`src/rtl/uart_rx_fifo_pkg.sv`:
```
// Shared UART receive-buffer definitions: character width, default depth and
// almost-full threshold, plus the helper that sizes the occupancy counter.
package uart_rx_fifo_pkg;

  localparam int UART_DATA_W   = 8;  // one UART character
  localparam int FIFO_DEPTH    = 8;  // default buffer depth, power of two
  localparam int AF_THRESH_DEF = 6;  // default almost-full level

  // Occupancy must represent 0..depth inclusive, hence one bit over the pointer.
  function automatic int count_w(input int depth);
    return $clog2(depth) + 1;
  endfunction

endpackage

```
`src/rtl/uart_rx_fifo_if.sv`:
```
// Handshake bundle between the UART receive buffer and its neighbours.
// master: the side that feeds bytes in and consumes them (receiver/consumer).
// slave : the buffer itself.
interface uart_rx_fifo_if
  import uart_rx_fifo_pkg::*;
#(
  parameter int WIDTH = UART_DATA_W,
  parameter int DEPTH = FIFO_DEPTH
);

  localparam int CW = count_w(DEPTH);

  logic             ena;
  logic [WIDTH-1:0] wr_data;
  logic             wr_valid;
  logic [WIDTH-1:0] rd_data;
  logic             rd_valid;
  logic             rd_ready;
  logic [CW-1:0]    count;
  logic             full;
  logic             almost_full;
  logic             overrun;
  logic             clr_overrun;

  modport master (
    output ena, wr_data, wr_valid, rd_ready, clr_overrun,
    input  rd_data, rd_valid, count, full, almost_full, overrun
  );

  modport slave (
    input  ena, wr_data, wr_valid, rd_ready, clr_overrun,
    output rd_data, rd_valid, count, full, almost_full, overrun
  );

endinterface

```
`src/rtl/uart_fifo_ram.sv`:
```
// Flop-array storage for the receive buffer: one synchronous write port and
// one asynchronous read port so the head byte falls through with no latency.
module uart_fifo_ram
  import uart_rx_fifo_pkg::*;
#(
  parameter int WIDTH = UART_DATA_W,
  parameter int DEPTH = FIFO_DEPTH
) (
  input  logic                     clk,
  input  logic                     we,
  input  logic [$clog2(DEPTH)-1:0] waddr,
  input  logic [WIDTH-1:0]         wdata,
  input  logic [$clog2(DEPTH)-1:0] raddr,
  output logic [WIDTH-1:0]         rdata
);

  logic [WIDTH-1:0] mem [DEPTH];

  // Write the addressed entry on an accepted push.
  // NOTE: storage has no reset; validity is tracked by the pointers and count,
  // so clearing it would only add reset fan-out. Non-blocking keeps the write
  // ordered against the pointer update in the same edge.
  always_ff @(posedge clk) begin
    if (we) begin
      mem[waddr] <= wdata;
    end
  end

  assign rdata = mem[raddr];

endmodule

```
`src/rtl/uart_rx_fifo.sv`:
```
// Receive-side byte buffer behind the UART receiver. Captures one-cycle valid
// pulses, holds up to DEPTH bytes and presents them first-word-fall-through.
// Reports occupancy, almost-full and a sticky overrun flag for dropped bytes.
module uart_rx_fifo
  import uart_rx_fifo_pkg::*;
#(
  parameter int WIDTH     = UART_DATA_W,
  parameter int DEPTH     = FIFO_DEPTH,
  parameter int AF_THRESH = AF_THRESH_DEF
) (
  input logic            clk,
  input logic            rst,
  uart_rx_fifo_if.slave  bus
);

  localparam int AW = $clog2(DEPTH);
  localparam int CW = count_w(DEPTH);
  localparam logic [CW-1:0] DEPTH_C = CW'(DEPTH);
  localparam logic [CW-1:0] AF_C    = CW'(AF_THRESH);

  logic [AW-1:0]    wr_ptr;
  logic [AW-1:0]    rd_ptr;
  logic [CW-1:0]    count_q;
  logic             overrun_q;
  logic [WIDTH-1:0] head;
  logic             full_w;
  logic             rd_valid_w;
  logic             push;
  logic             pop;
  logic             drop;

  // Flags come only from registered occupancy, so rd_ready cannot glitch them.
  assign full_w     = (count_q == DEPTH_C);
  assign rd_valid_w = bus.ena & (count_q != '0);

  // A pop frees a slot in the same cycle, so a full buffer still accepts a
  // byte that arrives alongside a read.
  assign pop  = rd_valid_w & bus.rd_ready;
  assign push = bus.ena & bus.wr_valid & (~full_w | pop);
  assign drop = bus.ena & bus.wr_valid & ~push;

  uart_fifo_ram #(
    .WIDTH (WIDTH),
    .DEPTH (DEPTH)
  ) u_ram (
    .clk   (clk),
    .we    (push),
    .waddr (wr_ptr),
    .wdata (bus.wr_data),
    .raddr (rd_ptr),
    .rdata (head)
  );

  // Advance pointers and occupancy on accepted push/pop; pointers wrap naturally.
  always_ff @(posedge clk) begin
    if (rst) begin
      wr_ptr  <= '0;
      rd_ptr  <= '0;
      count_q <= '0;
    end else begin
      if (push) wr_ptr <= wr_ptr + 1'b1;
      if (pop)  rd_ptr <= rd_ptr + 1'b1;
      case ({push, pop})
        2'b10:   count_q <= count_q + 1'b1;
        2'b01:   count_q <= count_q - 1'b1;
        default: count_q <= count_q;
      endcase
    end
  end

  // Sticky overrun: a dropped byte sets it and beats a simultaneous clear.
  always_ff @(posedge clk) begin
    if (rst) begin
      overrun_q <= 1'b0;
    end else if (drop) begin
      overrun_q <= 1'b1;
    end else if (bus.clr_overrun) begin
      overrun_q <= 1'b0;
    end
  end

  assign bus.rd_valid    = rd_valid_w;
  assign bus.rd_data     = rd_valid_w ? head : '0;
  assign bus.count       = count_q;
  assign bus.full        = full_w;
  assign bus.almost_full = (count_q >= AF_C);
  assign bus.overrun     = overrun_q;

endmodule

```
`src/flat_wrapper.sv`:
```
// flat-port wrapper written by rule: the top's interface ports become plain ports
module uart_rx_fifo_flat import uart_rx_fifo_pkg::*;
#(
  parameter int WIDTH     = UART_DATA_W,
  parameter int DEPTH     = FIFO_DEPTH,
  parameter int AF_THRESH = AF_THRESH_DEF
)
  (clk, rst, bus_ena, bus_wr_data, bus_wr_valid, bus_rd_ready, bus_clr_overrun, bus_rd_data, bus_rd_valid, bus_count, bus_full, bus_almost_full, bus_overrun);
  uart_rx_fifo_if #(.WIDTH(WIDTH), .DEPTH(DEPTH)) bus_i ();
  input logic clk;
  input logic rst;
  input wire logic [$bits(bus_i.ena)-1:0] bus_ena;
  input wire logic [$bits(bus_i.wr_data)-1:0] bus_wr_data;
  input wire logic [$bits(bus_i.wr_valid)-1:0] bus_wr_valid;
  input wire logic [$bits(bus_i.rd_ready)-1:0] bus_rd_ready;
  input wire logic [$bits(bus_i.clr_overrun)-1:0] bus_clr_overrun;
  output wire logic [$bits(bus_i.rd_data)-1:0] bus_rd_data;
  output wire logic [$bits(bus_i.rd_valid)-1:0] bus_rd_valid;
  output wire logic [$bits(bus_i.count)-1:0] bus_count;
  output wire logic [$bits(bus_i.full)-1:0] bus_full;
  output wire logic [$bits(bus_i.almost_full)-1:0] bus_almost_full;
  output wire logic [$bits(bus_i.overrun)-1:0] bus_overrun;
  assign bus_i.ena = bus_ena;
  assign bus_i.wr_data = bus_wr_data;
  assign bus_i.wr_valid = bus_wr_valid;
  assign bus_i.rd_ready = bus_rd_ready;
  assign bus_i.clr_overrun = bus_clr_overrun;
  assign bus_rd_data = bus_i.rd_data;
  assign bus_rd_valid = bus_i.rd_valid;
  assign bus_count = bus_i.count;
  assign bus_full = bus_i.full;
  assign bus_almost_full = bus_i.almost_full;
  assign bus_overrun = bus_i.overrun;
  uart_rx_fifo #(.WIDTH(WIDTH), .DEPTH(DEPTH), .AF_THRESH(AF_THRESH)) u_core (.clk(clk), .rst(rst), .bus(bus_i));
endmodule
```
`config.mk`:
```
export PLATFORM = sky130hd
export DESIGN_NAME = uart_rx_fifo_flat
export DESIGN_NICKNAME = d
export VERILOG_FILES = /design/src/rtl/uart_rx_fifo_pkg.sv /design/src/rtl/uart_rx_fifo_if.sv /design/src/rtl/uart_fifo_ram.sv /design/src/rtl/uart_rx_fifo.sv /design/src/flat_wrapper.sv
export SDC_FILE = /design/constraint.sdc
export NUM_CORES = 1
export LEC_CHECK = 0
export BUFFER_PORTS_ARGS = -buffer_cell sky130_fd_sc_hd__buf_2
export CAP_MARGIN = 20
export CELL_PAD_IN_SITES_DETAIL_PLACEMENT = 0
export CELL_PAD_IN_SITES_GLOBAL_PLACEMENT = 1
export CORE_MARGIN = 3
export CORE_UTILIZATION = 56
export CTS_BUF_LIST = sky130_fd_sc_hd__clkbuf_8
export DETAILED_ROUTE_END_ITERATION = 10
export GPL_TIMING_DRIVEN = 1
export HOLD_SLACK_MARGIN = 0.08
export PLACE_DENSITY = 0.94
export SLEW_MARGIN = 10
export SYNTH_ARGS = -nofsm -noshare
export SYNTH_HDL_FRONTEND = slang
export SYNTH_SLANG_ARGS = --single-unit
```
`constraint.sdc`:
```
create_clock -name clk -period 5.3 [get_ports clk]
set_input_delay 0 -clock clk [delete_from_list [all_inputs] [get_ports clk]]
set_output_delay 0 -clock clk [all_outputs]
set_load 0.1 [all_outputs]
```
Word level (Yosys, flattened, before mapping)
Memory sizes are Yosys's and may differ from the RTL's. A register that Yosys moved wholly into a read port is not among the register bits.
Cells that the tools add are included.
{"block": "op_classes", "muxes": 8, "order_cmp": 1, "n_eq_ne": 3, "n_reduce_logical": 3, "n_addsub": 4, "n_bitwise": 8}
{"op": "$mux W8", "n": 1}
{"op": "$pmux W4 S2", "n": 1}
{"op": "$add A3 B1 Y3 const B", "n": 2}
{"op": "$mux W3", "n": 2}
{"op": "$and A1 B1 Y1", "n": 5}
{"op": "$add A4 B1 Y4 const B", "n": 1}
{"op": "$eq A4 B4 Y1 const B", "n": 1}
{"op": "$ge A4 B3 Y1 const B", "n": 1}
{"op": "$mux W1", "n": 4}
{"op": "$reduce_bool A2 Y1", "n": 2}
{"op": "$reduce_bool A4 Y1", "n": 1}
{"op": "$sub A4 B1 Y4 const B", "n": 1}
{"op": "$eq A2 B1 Y1 const B", "n": 1}
{"op": "$eq A2 B2 Y1 const B", "n": 1}
{"op": "$not A1 Y1", "n": 2}
{"op": "$or A1 B1 Y1", "n": 1}
{"block": "word_totals", "register_bits": 11, "memories": 1, "ramBits": 64, "elab_cells": 32}
{"memory": "u_core.u_ram.mem", "words": 8, "width": 8, "rd": 1, "rd_ports_with_merged_regs": 1, "wr": 1, "line": "uart_fifo_ram.sv:17", "rtl": "logic [WIDTH-1:0] mem [DEPTH];"}

Depth between registers and ports, before layout
Gate-level depths: netlist (run 1).
{"block": "depth", "word_depth": 8, "mapped_depth": 13}

Modules after synthesis
A second synthesis (run 1) with hierarchy kept.
{"block": "hier_totals", "cells_unflattened": 184, "area_unflattened_um2": 3270.6}
{"module": "uart_fifo_ram", "n_inst": 1, "seq_area_each_um2": 1921.8, "cells_each": 106, "area_per_inst_um2": 2531.2}
{"module": "uart_rx_fifo", "n_inst": 1, "seq_area_each_um2": 220.2, "cells_each": 78, "area_per_inst_um2": 739.5}

Worst setup path before layout (run 1)
Ideal clock, no wire load.
{"block": "synth_path", "path_type": "register to register", "from": "register u_core.count_q[3], in the netlist u_core.bus.count[3]", "to": "register u_core.count_q[3], in the netlist u_core.bus.count[3]", "path_buffers": 0, "stages_incl_launch_ff": 8, "slack_ns": -1.072, "arrival_time_ns": 6.252, "cell_sequence": "dfxtp_1 -> nor4b_1 -> a21oi_1 -> inv_1 -> ha_1 -> or3_1 -> o32ai_1 -> mux2_2"}
{"block": "synth_between", "word_cells_on_any_way": 13, "classes_between": "add/sub (2); eq/ne (3); mux (1); bitwise (5); reduce/logical (2)"}
{"item": "start: declaration", "line": "uart_rx_fifo.sv:23", "rtl": "logic [CW-1:0] count_q;"}
{"item": "start signal: assignment", "line": "uart_rx_fifo.sv:64", "rtl": "2'b10: count_q <= count_q + 1'b1;"}
{"item": "start signal: assignment", "line": "uart_rx_fifo.sv:65", "rtl": "2'b01: count_q <= count_q - 1'b1;"}
{"item": "start signal: assignment", "line": "uart_rx_fifo.sv:66", "rtl": "default: count_q <= count_q;"}
{"item": "$eq A4 B4 Y1 *", "line": "uart_rx_fifo.sv:33", "rtl": "assign full_w = (count_q == DEPTH_C);"}
{"item": "via bus_full", "line": "flat_wrapper.sv:20", "rtl": "output wire logic [$bits(bus_i.full)-1:0] bus_full;"}
{"item": "$not A1 Y1 *", "line": "uart_rx_fifo.sv:39", "rtl": "assign push = bus.ena & bus.wr_valid & (~full_w | pop);"}
{"item": "$or A1 B1 Y1 *", "line": "uart_rx_fifo.sv:39"}
{"item": "$and A1 B1 Y1 *", "line": "uart_rx_fifo.sv:39"}
{"item": "$eq A2 B1 Y1 or $eq A2 B2 Y1 (tied branches)", "line": "uart_rx_fifo.sv:63", "rtl": "case ({push, pop})"}
{"item": "$pmux W4 S2 or $reduce_bool A2 Y1 (tied branches)"}
Mark *: on every way through the listed nets, which the timed path passes. The rest lies on a longest branch.
A chain may end at the register's enable or synchronous reset.

Final worst setup path (run 1)
{"block": "layout_path", "from": "register u_core.count_q[0], in the netlist u_core.bus.count[0]", "to": "register u_core.count_q[2], in the netlist u_core.bus.count[2]"}
{"block": "layout_between", "elab_chain_cells": 7, "word_cells_on_any_way": 13, "classes_between": "add/sub (2); eq/ne (3); mux (1); bitwise (5); reduce/logical (2)"}
{"item": "$reduce_bool A4 Y1", "line": "uart_rx_fifo.sv:34", "rtl": "assign rd_valid_w = bus.ena & (count_q != '0);"}
{"item": "$and A1 B1 Y1", "line": "uart_rx_fifo.sv:34"}
{"item": "$and A1 B1 Y1", "line": "uart_rx_fifo.sv:38", "rtl": "assign pop = rd_valid_w & bus.rd_ready;"}
{"item": "$or A1 B1 Y1", "line": "uart_rx_fifo.sv:39"}
{"item": "$and A1 B1 Y1", "line": "uart_rx_fifo.sv:39"}
{"item": "$eq A2 B1 Y1 or $eq A2 B2 Y1 (tied branches)", "line": "uart_rx_fifo.sv:63"}
{"item": "$pmux W4 S2 or $reduce_bool A2 Y1 (tied branches)"}
Parallel ways exist; a longest one is shown, timed or not.

==> results.md, run 1 <==
- Comb power frac: 0.167
- CTS tree: done
- Most frequent cell after synthesis: edfxtp_1
- Residual DRC count: 0
- F_max: roughly 370 MHz
- Worst min path class: input port to flip-flop
- Setup Skew: about 0.0048 ns
- Yosys reg bits: 78
- Largest net degree at the start of global routing: 17
- 1st-pass router iterations: 4
- Htree depth: 3
- Status: finished clean
- Reg power frac: 0.496
- First-pass GRT wire length: approximately 9200 um
- Synth top area share: 0.604
- GP Congestion: about 0.79
- Total Power: between 1 and 1.5 mW
- CP Depth: 11
- # setup viols final: 0
- Setup CP Type: flip-flop to flip-flop
- Die Y: between 80 and 90 um
- Largest fanout on the critical path: 9
- Fin crit share: 0.511
- Min cycle time layout: 2.71 ns
- Setup crit end kind: flip-flop
- Sequential fraction of the synthesis area: 0.692
- Cell family with most CP delay: simple AND/OR/NAND/NOR gates
- Leading register cell type out of synthesis: edfxtp_1
- Internal: between 1 and 1.5 mW
- Die width: just over 80 um
- Clk sinks: 78
- DIE AREA: about 6600 um2
- Clock transition at the registers of the reported paths: 0.07 ns
- R2r setup slk: 2.59 ns
- CORE AREA: between 5000 and 6000 um2
- Max-cap viol count: 0
- Length of routed wiring on met1: 2530 um
- Yosys top cell by area: edfxtp_1
- Wirelength, routed: 5850 um
- Clock Latency Late Sink: 0.34 ns
- Gr usage total: 0.201
- Worst path arrival time: roughly 3.0 ns
- Avg Cell Area, Syn: 16.8 um2
- Critical Path RT: around 5.6 ns
- Worst-Margin Slew: 0.917 ns
- Slew headroom: 0.387
- GRT overflow: 0
- Root Driver: clkbuf_8
- Setup TNS: 0 ns
- # port buffers: 29
- Routed via count: 1728
- RSZ-0062 raised after global routing: no
- Most instantiated cells after synthesis: edfxtp_1, nor2_1, mux4_2
- Clk buf depth: 2
- Worst path slowest cell: or4_4
- R2R depth: 11
- NumNets Final: 255
- Diode count: 0
- Top sig layer: met4
- Hold Fails Final Rpt: 0
- ANT nets after route: 0
- Synth top area cells: edfxtp_1, mux4_2, dfxtp_1
- CP startpoint kind: flip-flop
- Vias in the first global route: between 1.5k and 2k
- WL met2: roughly 2800 um
- CTS buffer count: 9
- DR iter-0 viols: 138
- CP Cell Sequence: or4_4, nand2_4, inv_4, and2_4, ha_1, xor2_1, ha_1, a21oi_1, xor2_1, or3_1, a21oi_1
- Syn Nets: 208
- Peak supply drop: 0.000283 V
- WL/cell: 18.8 um
- Antenna violations before repair: 0
- PD cells: around 370 nW/um2
- Yosys Warn Count: 0
- EDFF count, synth: 64
- Leak: between 1 and 1.5 nW
- Syn-to-layout area delta: 18.0%
- Synthesized area: between 3000 and 4000 um2
- Routed wl met3: around 400 um
- Top-level port count: 30
- CP bufs+invs: 1
- Clock power share: 0.337
- DR vias/cell: roughly 5.6
- CP peak stage delay: ~0.57 ns
- Row count: 26
- Post-DP HPWL: approximately 3700 um
- Switch share: 0.276
- Netlist cell types: 34
- Hold depth: 4
- Initial Utilization: 0.600
- Async S/R FF share, synth: 0
- Psw: between 300 and 400 uW
- Max-slew violations: 0
- Cells after Synth: 189
- Share of layout cells above drive strength 1: 0.299
## kinds of logic after synthesis
logic type | after synthesis | synth area share
fa+ha+maj | 5 | 0.0197
simple gates | 48 | 0.0747
compound gates | 10 | 0.0193
buf+inv | 13 | 0.0216
flops | 78 | 0.692
xor+xnor | 7 | 0.0216
mux | 28 | 0.151
## per-layer routing
layer / up-vias / GRT usage
met2: 51 / 0.294
met4: 0 / 0.0709
met1: 848 / 0.290
li1: 822 / -
met3: 7 / 0.0565
met5: - / 0
## power groups by stage
stage | logic (mW) | registers, mW | clock network [mW]
6_report | 0.233 | 0.691 | 0.469
3_5_place_dp | 0.218 | 0.710 | 0
3_3_place_gp | 0.215 | 0.708 | 0
2_1_floorplan | 0.164 | 0.723 | 0
5_1_grt | 0.245 | 0.694 | 0.504
4_1_cts | 0.224 | 0.696 | 0.478
## path summary, 6_finish.rpt
kind,start,end
setup / recovery,u_core.bus.count[0],u_core.bus.count[2]
hold / removal,bus_rd_ready,u_core.rd_ptr[2]
setup reg to reg,u_core.bus.count[0],u_core.bus.count[2]
hold reg to reg,u_core.rd_ptr[1],u_core.rd_ptr[1]
## cell usage in the layout, fill, tap and decap left out
cell type / count
nor2b_1: 4
dlygate4sd3_1: 12
nor2_1: 24
inv_6: 1
nor4_1: 2
a21o_1: 1
o32ai_1: 1
nor3_1: 2
xnor2_2: 1
or4_4: 1
nand2_1: 5
nor4b_2: 1
and2_4: 1
nand2b_1: 1
o21ai_0: 1
dfxtp_1: 14
buf_16: 1
nand4_1: 2
a31oi_1: 1
clkinv_1: 1
inv_1: 2
buf_4: 4
a21oi_1: 5
nand3_1: 2
nand2_4: 1
a2bb2oi_1: 1
bufinv_16: 2
inv_4: 1
edfxtp_1: 64
ha_1: 5
mux2i_1: 11
or3_1: 2
mux2_2: 1
xor2_1: 4
clkinv_2: 3
buf_2: 29
xnor2_1: 2
clkbuf_8: 9
mux4_2: 16
## registers in the layout, summed over array words and instances (netlist names), named ones only
register and cells:
u_core.wr_ptr 3, u_core.u_ram.mem 64, u_core.bus.count 4, u_core.rd_ptr 3
u_core.bus.overrun 1
## worst register-to-register path, stage by stage, from the launching register on
cell and delay [ns]:
dfxtp_1 0.39, or4_4 0.57, nand2_4 0.17, inv_4 0.04, and2_4 0.17, ha_1 0.26
xor2_1 0.16, ha_1 0.18, a21oi_1 0.15, xor2_1 0.09, or3_1 0.31, a21oi_1 0.15
## layout make-up
class,count,area (um2)
tap,70,87.6
clock inverter,7,87.6
inverter,3,13.8
timing repair buffer,46,323
fill,352,1550
clock buffer,9,124
sequential,78,2200
multi-input combinational,98,918
## repair_timing
| item | in CTS | in global routing |
|---|---|---|
| setup buffers | 0 | 0 |
| hold endpoints to repair | 77 | 0 |
| hold buffers | 12 | 0 |
| resized for setup | 0 | 0 |
## per-stage QoR
step,instances,util,hold slack (ns),cell area [um2],setup WS [ns]
floorplan,189,-,0.0691,3190,0.578
global placement,282,0.641,0.267,3400,2.64
detailed placement,282,0.641,0.273,3400,2.58
CTS,310,0.703,0.0915,3730,2.58
global route,311,0.708,0.111,3760,2.45
finish,311,0.708,0.105,3760,2.59
Power figures use the tool's default switching activity.
==> run 2: changes to the inputs <==
Settings changed: ABC_AREA set to 1, CORE_UTILIZATION 56 to 49, PLACE_DENSITY 0.94 to 0.89.
Clock period 5.3 ns to 2.6 ns, I/O delays scaled along.
==> results.md, run 2 <==
- Status: finished clean
- Max-cap viol count: 0
- Row count: 29
- Initial Utilization: 0.509
- Residual DRC count: 0
- F_max: 481 MHz
- ANT nets after route: 0
- Mux share of post-synthesis cell area: 0
- Hold Fails Final Rpt: 0
- Most common cell after layout, fill and taps aside: edfxtp_1
- Multi-input gate area: approximately 980 um2
- CP Cell Sequence: nor2_1, nand2_1, nor2_4, nand2_4, nand2_4, ha_1, nand2_1, inv_1, nor2_1, ha_1, a21oi_1, xnor2_1, o21ai_1, inv_1
- Yosys top cell by area: edfxtp_1
- Max-slew violations: 0
- Die Y: 87.7 um
- Setup crit start: u_core.bus.count[0]
- Largest net degree at the start of global routing: 33
- Largest register FFs: 64
- Antenna violations before repair: 0
- Share of layout cells above drive strength 1: 0.228
- Root Driver: clkbuf_8
- Clock Latency Late Sink: ~0.34 ns
- CTS tree: done
- Compound-cell area share of the yosys netlist: 0.102
- Total Power: roughly 3.5 mW
- Fin crit share: 0.799
- CP peak stage delay: between 0.3 and 0.4 ns
- DIE AREA: a little under 8000 um2
- EDFF count, synth: between 60 and 70
- Routed via count: roughly 2.3k
- Post-DP HPWL: ~4200 um
- Avg Cell Area, Syn: 11.0 um2
- DR vias/cell: about 5.3
- CORE AREA: around 6400 um2
- Worst path arrival time: 2.32 ns
- Htree depth: 3
- Worst-Margin Slew: ~0.63 ns
- RR Startpoint: u_core.bus.count[0]
- Yosys Warn Count: 0
- Post-CTS Setup Repair Bufs: 0
- Biggest register: u_core.u_ram.mem
- Clk sinks: between 70 and 80
- Xor/xnor cell area share of the yosys netlist: 0.0134
- Min cycle time layout: a little over 2 ns
- Simple-gate share of the synthesized area: 0.153
- Diode count: 0
- Synthesized area: between 3000 and 4000 um2
- Largest family of logic cells by synthesized area: simple AND/OR/NAND/NOR gates
- # setup viols final: 0
- First-pass GRT wire length: ~11000 um
- Syn Nets: around 320
- Synth top area share: 0.587
- Leading register cell type out of synthesis: edfxtp_1
- Hold path start: bus_ena
- Yosys reg bits: slightly below 80
- Critical Path RT: roughly 2.8 ns
- Setup Skew: between 0.007 and 0.008 ns
- Gr usage total: 0.191
- Wirelength, routed: ~6700 um
- PD cells: between 800 and 900 nW/um2
- Async S/R FF share, synth: 0
- Clk buf depth: 2
- Synth top area cells: edfxtp_1, dfxtp_1, nor2_1
- NumNets Final: ~370
- Fill count: around 510
- Sequential fraction of the synthesis area: 0.673
- Most frequent cells in the layout: edfxtp_1, nor2_1, nand2_1, buf_2, o21ai_1
- 1st-pass router iterations: 4
- Register area: roughly 2200 um2
- Peak supply drop: slightly below 0.001 V
- Cells after Synth: about 300
- CTS buffer count: 9
- Worst min path class: input port to flip-flop
- WL/cell: between 15 and 20 um
- Largest fanout on the critical path: 6
- Post-Synth Adder-Cell Area: 0.0191
- CP startpoint kind: flip-flop
- Setup crit end kind: flip-flop
- Clock transition at the registers of the reported paths: about 0.070 ns
- Top-level port count: 30
- GRT overflow: 0
- Netlist cell types: 23
- Setup CP Type: flip-flop to flip-flop
- Worst path slowest cell: dfxtp_2
- Syn-to-layout area delta: 19.8%
- Leak: 1.50 nW
- Die width: around 88 um
- RSZ-0062 raised after global routing: no
- WHS: 0.0978 ns
- Slew headroom: 0.581
- Most frequent cell after synthesis: nor2_1
- DR iter-0 viols: around 150
- GP Congestion: approximately 0.83
- Vias in the first global route: roughly 2.2k
- Most instantiated cells after synthesis: nor2_1, edfxtp_1, nand2_1
- # port buffers: 29
==> run 2: cell count changes after synthesis, moves of 5 or more <==
cell	previous run	this run
o211ai_1	0	8
o22ai_1	0	8
nor2_1	24	71
buf_2	2	8
o21ai_0	1	13
nor2_2	0	5
inv_1	2	15
mux4_2	16	0
nand2_1	5	29
mux2i_1	11	0
o21ai_1	0	24
inv_2	0	5
==> run 2: final timing paths <==
path / to / slack [ns] / cells after the start
setup / recovery: u_core.bus.count[2] / 0.52 / 14
hold / removal: u_core.rd_ptr[0] / 0.1 / 4
setup reg to reg: u_core.bus.count[2] / 0.52 / 14
hold reg to reg: flip-flop / 0.46 / 2
==> run 2: critical path: cells and delay by family (launching register included) <==
family / cells / cell delay (ns)
xor gates and xnor gates: 1 / 0.10
and+or+nand+nor: 7 / 0.72
buffers and inverters: 2 / 0.11
adders and majority gates: 2 / 0.40
AOI/OAI and AO/OA: 2 / 0.29
DFF: 1 / 0.35
==> run 2: power breakdown <==
group          leakage, nW  switching [mW]  total (mW)  internal (mW)
sequential           0.694          0.0423        1.44           1.40
clock                0.117           0.417        1.05          0.632
combinational        0.685           0.795        1.01          0.213
total                 1.50            1.25        3.50           2.25
==> run 2: cells by family after synthesis <==
family	after synthesis
AOI/OAI and AO/OA	61
xor gates and xnor gates	5
adders and majority gates	5
buffers and inverters	31
DFF	78
and+or+nand+nor	117
==> run 2: metrics by stage <==
| step | utilization | worst slack [ns] | std cells | cell area, um2 | TNS (ns) |
|---|---|---|---|---|---|
| floorplan | - | -0.0721 | 297 | 3310 | -0.0721 |
| global placement | 0.553 | 0.643 | 399 | 3550 | 0 |
| detailed placement | 0.553 | 0.532 | 399 | 3550 | 0 |
| CTS | 0.611 | 0.523 | 428 | 3920 | 0 |
| global route | 0.611 | 0.403 | 428 | 3920 | 0 |
| finish | 0.611 | 0.522 | 428 | 3920 | 0 |
==> run 2: what timing repair did <==
action                                 in CTS  in global routing
endpoints found under the hold margin      73                  0
resized for setup                           0                  0
hold buffers                               13                  0
==> run 2: area by class of cell <==
class / instances / area share
clock buffer: 9 / 0.0316
clock inverter: 7 / 0.0290
inverter: 20 / 0.0191
multi-input combinational: 188 / 0.249
sequential: 78 / 0.563
tap: 77 / 0.0246
timing repair buffer: 49 / 0.0836
==> run 2: per-layer routing <==
| layer | part of all wire | track usage | wire length, um |
|---|---|---|---|
| met1 | 0.43 | 0.242 | 2900 |
| met2 | 0.50 | 0.308 | 3360 |
| met3 | 0.045 | 0.0367 | 302 |
| met4 | 0.017 | 0.106 | 114 |
| met5 | 0 | 0 | 0 |
